[config.mk]
export PLATFORM = sky130hd
export DESIGN_NAME = fx3_test_sequencer
export DESIGN_NICKNAME = d
export VERILOG_FILES = /design/src/rtl/fx3_test_sequencer.sv
export SDC_FILE = /design/constraint.sdc
export NUM_CORES = 1
export LEC_CHECK = 0
export BUFFER_PORTS_ARGS = -buffer_cell sky130_fd_sc_hd__buf_4
export CAP_MARGIN = 25
export CORE_ASPECT_RATIO = 0.9
export CORE_MARGIN = 1
export CORE_UTILIZATION = 50
export DETAILED_ROUTE_END_ITERATION = 16
export GPL_TIMING_DRIVEN = 0
export PLACE_DENSITY_LB_ADDON = 0.2
export SLEW_MARGIN = 20
export SYNTH_ARGS = -nofsm -noshare
export SYNTH_HDL_FRONTEND = slang
export SYNTH_SLANG_ARGS = --single-unit
export TNS_END_PERCENT = 1
[constraint.sdc]
create_clock -name clk -period 1.7 [get_ports clk]
set_input_delay 0.085 -clock clk [delete_from_list [all_inputs] [get_ports clk]]
set_output_delay 0.085 -clock clk [all_outputs]
set_load 0.005 [all_outputs]
[src/rtl/fx3_test_sequencer.sv]
// fx3_test_sequencer: runs ROUNDS clear/arm/wait/sample rounds on the
// FX3 loopback core, guards each round with a timeout, tallies results.
//
// Ports:
//   clk          - system clock, rising edge
//   arst         - synchronous active-low reset
//   start        - one-cycle pulse, begins a run from IDLE or DONE
//   abort        - synchronous abort of a running test
//   core_intr    - core is in its LOAD state
//   core_stop    - core is in its COMPARE state
//   core_specreg - core result while core_stop=1 (0=pass, 1=fail)
//   core_ena     - enable to the core (high in ARM)
//   core_clr     - one-cycle clear to the core
//   busy / done  - run in progress / run finished
//   all_pass     - in DONE, no failed and no timed-out rounds
//   round_idx    - current round (0-based)
//   pass_cnt, fail_cnt, tmo_cnt - saturating result counters
//
// Build option: define STOP_ON_FAIL_EN to end a run at the first
// failed or timed-out round, leaving round_idx on that round.
module fx3_test_sequencer #(
    parameter int ROUNDS      = 16,
    parameter int TIMEOUT_CYC = 1024,
    parameter int CNT_W       = 8
) (
    input  logic             clk,
    input  logic             arst,
    input  logic             start,
    input  logic             abort,
    input  logic             core_intr,
    input  logic             core_stop,
    input  logic             core_specreg,
    output logic             core_ena,
    output logic             core_clr,
    output logic             busy,
    output logic             done,
    output logic             all_pass,
    output logic [CNT_W-1:0] round_idx,
    output logic [CNT_W-1:0] pass_cnt,
    output logic [CNT_W-1:0] fail_cnt,
    output logic [CNT_W-1:0] tmo_cnt
);

    localparam int TMR_W = $clog2(TIMEOUT_CYC + 1);

    localparam logic [TMR_W-1:0] TMR_LAST =
        TMR_W'(TIMEOUT_CYC - 1);

    localparam logic [CNT_W-1:0] IDX_LAST =
        CNT_W'(ROUNDS - 1);

    typedef enum logic [2:0] {
        S_IDLE,
        S_CLEAR,
        S_ARM,
        S_WAIT,
        S_SAMPLE,
        S_TMO,
        S_NEXT,
        S_DONE
    } state_t;

    state_t           state;
    state_t           state_n;
    logic [TMR_W-1:0] timer;
    logic             tmr_exp;
    logic             in_run;
    logic             kill;
    logic             go;
    logic             end_run;

    // Saturating increment: counters stick at all-ones.
    function automatic logic [CNT_W-1:0] sat_inc(
        input logic [CNT_W-1:0] v
    );
        return (v == '1) ? v : v + CNT_W'(1);
    endfunction

    assign tmr_exp = (timer == TMR_LAST);
    assign in_run  = (state != S_IDLE) && (state != S_DONE);
    assign kill    = abort && in_run;
    // Abort beats a coincident start.
    assign go      = start && !abort;

`ifdef STOP_ON_FAIL_EN
    logic last_bad;

    assign end_run = (round_idx == IDX_LAST) || last_bad;

    // Outcome of the round that just finished, consumed in NEXT.
    always_ff @(posedge clk) begin
        if (!arst) begin
            last_bad <= 1'b0;
        end else if (state == S_SAMPLE) begin
            last_bad <= core_specreg;
        end else if (state == S_TMO) begin
            last_bad <= 1'b1;
        end
    end
`else
    assign end_run = (round_idx == IDX_LAST);
`endif

    always_comb begin
        state_n = state;
        if (kill) begin
            state_n = S_IDLE;
        end else begin
            unique case (state)
                S_IDLE, S_DONE: begin
                    if (go) state_n = S_CLEAR;
                end
                S_CLEAR: state_n = S_ARM;
                S_ARM: begin
                    if (core_intr) state_n = S_WAIT;
                    else if (tmr_exp) state_n = S_TMO;
                end
                // Stop seen on the expiry cycle still counts.
                S_WAIT: begin
                    if (core_stop) state_n = S_SAMPLE;
                    else if (tmr_exp) state_n = S_TMO;
                end
                S_SAMPLE, S_TMO: state_n = S_NEXT;
                S_NEXT: begin
                    state_n = end_run ? S_DONE : S_CLEAR;
                end
                default: state_n = S_IDLE;
            endcase
        end
    end

    // Status and core controls are registered from the next state,
    // so they line up with the state they describe.
    always_ff @(posedge clk) begin
        if (!arst) begin
            state    <= S_IDLE;
            core_ena <= 1'b0;
            core_clr <= 1'b0;
            busy     <= 1'b0;
            done     <= 1'b0;
            all_pass <= 1'b0;
        end else begin
            state    <= state_n;
            core_ena <= (state_n == S_ARM);
            core_clr <= (state_n == S_CLEAR) || kill;
            busy     <= (state_n != S_IDLE) &&
                        (state_n != S_DONE);
            done     <= (state_n == S_DONE);
            all_pass <= (state_n == S_DONE) &&
                        (fail_cnt == '0) &&
                        (tmo_cnt == '0);
        end
    end

    // Round index, timer and tallies; all hold on abort.
    always_ff @(posedge clk) begin
        if (!arst) begin
            timer     <= '0;
            round_idx <= '0;
            pass_cnt  <= '0;
            fail_cnt  <= '0;
            tmo_cnt   <= '0;
        end else if (!kill) begin
            unique case (state)
                S_IDLE, S_DONE: begin
                    if (go) begin
                        round_idx <= '0;
                        pass_cnt  <= '0;
                        fail_cnt  <= '0;
                        tmo_cnt   <= '0;
                    end
                end
                S_CLEAR: timer <= '0;
                S_ARM, S_WAIT: begin
                    if (!tmr_exp) timer <= timer + TMR_W'(1);
                end
                S_SAMPLE: begin
                    if (core_specreg)
                        fail_cnt <= sat_inc(fail_cnt);
                    else
                        pass_cnt <= sat_inc(pass_cnt);
                end
                S_TMO: tmo_cnt <= sat_inc(tmo_cnt);
                S_NEXT: begin
                    if (!end_run)
                        round_idx <= round_idx + CNT_W'(1);
                end
                default: ;
            endcase
        end
    end

endmodule

==> results.yml <==
power:
  ir_worst_vdd_uv: 546
  p_comb_share_pct: 13.5
  p_clk_share_pct: 31.2
  p_sw_share_pct: 26.5
  seqPwrFrac_pct: 55.3
  p_switching_w: 0.000587
  p_int_w: 0.00163
  power_density_nw_per_um2: 633
  p_leak_nw: 1.31
logic_synthesis:
  yosysSeqAreaShare_pct: 38.3
  syn_inst: 316
  synth_seq_cells: 51
  ys.warnings.count: 0
  synth_area_um2: 2660
  yosysTopAreaCell: "dfxtp_1"
  postSynthAreaPerCell_um2: 8.43
  syn_nets: 330
  synth-edff-count: 0
  synthArstFlopShare_pct: 0
  synth_top_area_share_pct: 38.3
  synth_cell_types: 55
  synthTopCellsByArea: "dfxtp_1, a21oi_1, nand3_1"
  synth_flop_cell: "dfxtp_1"
global_route:
  grt_max_degree: 16
  grt_pass1_wl_um: 10400
  grt_pass1_vias: 2270
  antenna_found_initial: 0
  overflow: 0
  grt_usage_pct: 23.8
place:
  place.gp.congestion: 0.879
  preCtsSetupSlack_ns: -0.464
  place_hpwl_um: 4720
  port_buffers: 42
  dpl.cell_count: 423
timing:
  finalSetupTns_ns: -3.44
  finalMaxSlewViolations: 0
  final_hold_viol_count: 0
  period_needed_ns: 1.92
  fmax_ghz: 0.521
  period_share_pct: 113
  worst_pin_slew_ns: 0.620
  fin_skew_ns: 0.00651
  rsz0062_at_grt: "true"
  fin_ws_ns: -0.220
  max-slew-margin-rel_pct: 58.5
  setup_viol: 35
route:
  drt-pass1-iter-count: 5
  antenna_left: 0
  post-route-drc-count: 0
  vias_per_cell: 6.00
  routed_wl_um: 7020
  num_vias: 2708
  wire_per_inst_um: 15.6
  drt-initial-drc-count: 160
cts:
  cts_root_buf: "clkbuf_8"
  clk_pin_slew_ns: 0.09
  clk-insertion-delay-late_ns: 0.30
  numCtsBuffers: 5
  htreeDepth: 2
  numClockSinks: 51
  cts_tree: "yes"
  cts_max_path_buffers: 2
final_layout:
  drive_above_1_share_pct: 31.6
  layout_commonest_cell: "buf_4"
  final_cells: 451
  utilization_pct: 70.1
  num-nets-final: 399
  diodes: 0
  syn_to_final_growth_pct: 31.2
  most-common-layout-cells: "buf_4, dfxtp_1, a21oi_1"
critical_path:
  cp_max_fo: 5
  cp_slowest_cell: "a211o_1"
  cp-start-kind: "flop"
  path_cells: "ha_4 -> nand4b_1 -> o21bai_1 -> a211o_1 -> buf_6 -> or3_4 -> a21oi_2"
  path_class: "reg -> reg"
  critPathMaxStageDelay_ns: 0.39
  crit_buf_inv: 1
  crit_family: "compound AO/OA/AOI/OAI gates"
  crit_arrival_ns: 2.16
  critPathRequiredTime_ns: 1.94
  r2r_slack_ns: -0.22
  cp-end-kind: "flop"
die:
  start_util_pct: 53.4
  rows: 24
  core-area_um2: 4980
  die_w_um: 78.9
  die_area_um2: 5620
  die_h_um: 71.2
  io_pins: 44
worst_hold_path:
  hold_class: "in -> reg"
job:
  maxCapViolations: 0
outcome:
  status: "complete, but fails checks"
  violations: "setup timing"
-- power by group through the flow --
stage                     registers [W]  logic [W]  clock network (W)
after floorplan                 0.00125   0.000153                  0
after global placement          0.00126   0.000224                  0
after detailed placement        0.00126   0.000228                  0
after CTS                       0.00123   0.000254           0.000712
after global routing            0.00123   0.000319           0.000767
final                           0.00122   0.000299           0.000691
-- worst min-delay path, stage by stage --
cell and delay [ns]:
buf_4 0.14, o41ai_4 0.11, nor2_1 0.06
-- Yosys cell counts, drive strengths merged, types with 4 or more instances --
cell	instances
nor3	4
nand4	12
nand3	21
o31ai	9
xor2	7
and3	6
buf	6
or3	17
nor2	20
or4	9
o21ai	15
nor4	4
nand2	21
a21oi	31
dfxtp	51
o21a	4
clkbuf	5
nor2b	4
inv	15
ha	7
-- logic make-up (layout without fill, tap and decap cells) --
logic type / Yosys count / in the layout / share of synthesized area, %
xor gates and xnor gates: 10 / 10 / 3.29
DFF: 51 / 51 / 38.3
muxes: 4 / 4 / 1.55
buffers and inverters: 27 / 97 / 4.56
and+or+nand+nor: 129 / 129 / 27.0
adders and majority gates: 7 / 7 / 3.29
AOI/OAI and AO/OA: 88 / 88 / 22.0
-- layer usage --
layer  GRT usage [%]  up-vias  share of wire [%]
li1                -     1332                  -
met1            31.3     1295                 45
met2            38.5       77                 48
met3            5.73        4                5.7
met4            8.28        0               0.77
met5               0        -                  0
-- layout make-up --
cell class,instances,area (µm²)
fill,416,1490
sequential,51,1050
timing repair buffer,63,482
clock buffer,6,72.6
buffer,10,76.3
clock inverter,2,12.5
tap,65,81.3
multi-input combinational,238,1660
inverter,16,60.1
-- registers in the layout, summed over array words and instances (netlist names) --
name       flops
round_idx      8
busy           1
tmo_cnt        8
core_clr       1
fail_cnt       8
core_ena       1
done           1
pass_cnt       8
all_pass       1
state          3
timer         11
-- per-stage QoR --
stage	power [W]	instance area (µm²)	hold WS (ns)
global route	0.00231	3500	0.116
global placement	0.00148	3080	0.464
CTS	0.00219	3270	0.110
floorplan	0.00141	2680	0.284
detailed placement	0.00148	3080	0.469
finish	0.00221	3500	0.118
-- repair_timing --
item / 4_1_cts / 5_1_grt
endpoints found under the hold margin: 0 / 0
gates cloned: 0 / 2
buffers inserted: 6 / 13
hold buffers: 0 / 0
pin swaps: 7 / 22
gates resized for setup: 27 / 34
setup endpoints to repair: 49 / 48
-- final timing paths --
check / start / end / cells past startpoint
setup reg to reg: round_idx[1] / round_idx[4] / 7
hold reg to reg: timer[7] / timer[7] / 2
setup / recovery: round_idx[1] / round_idx[4] / 7
hold / removal: arst / timer[0] / 3
Note: power is estimated with default switching activity, not from simulation.
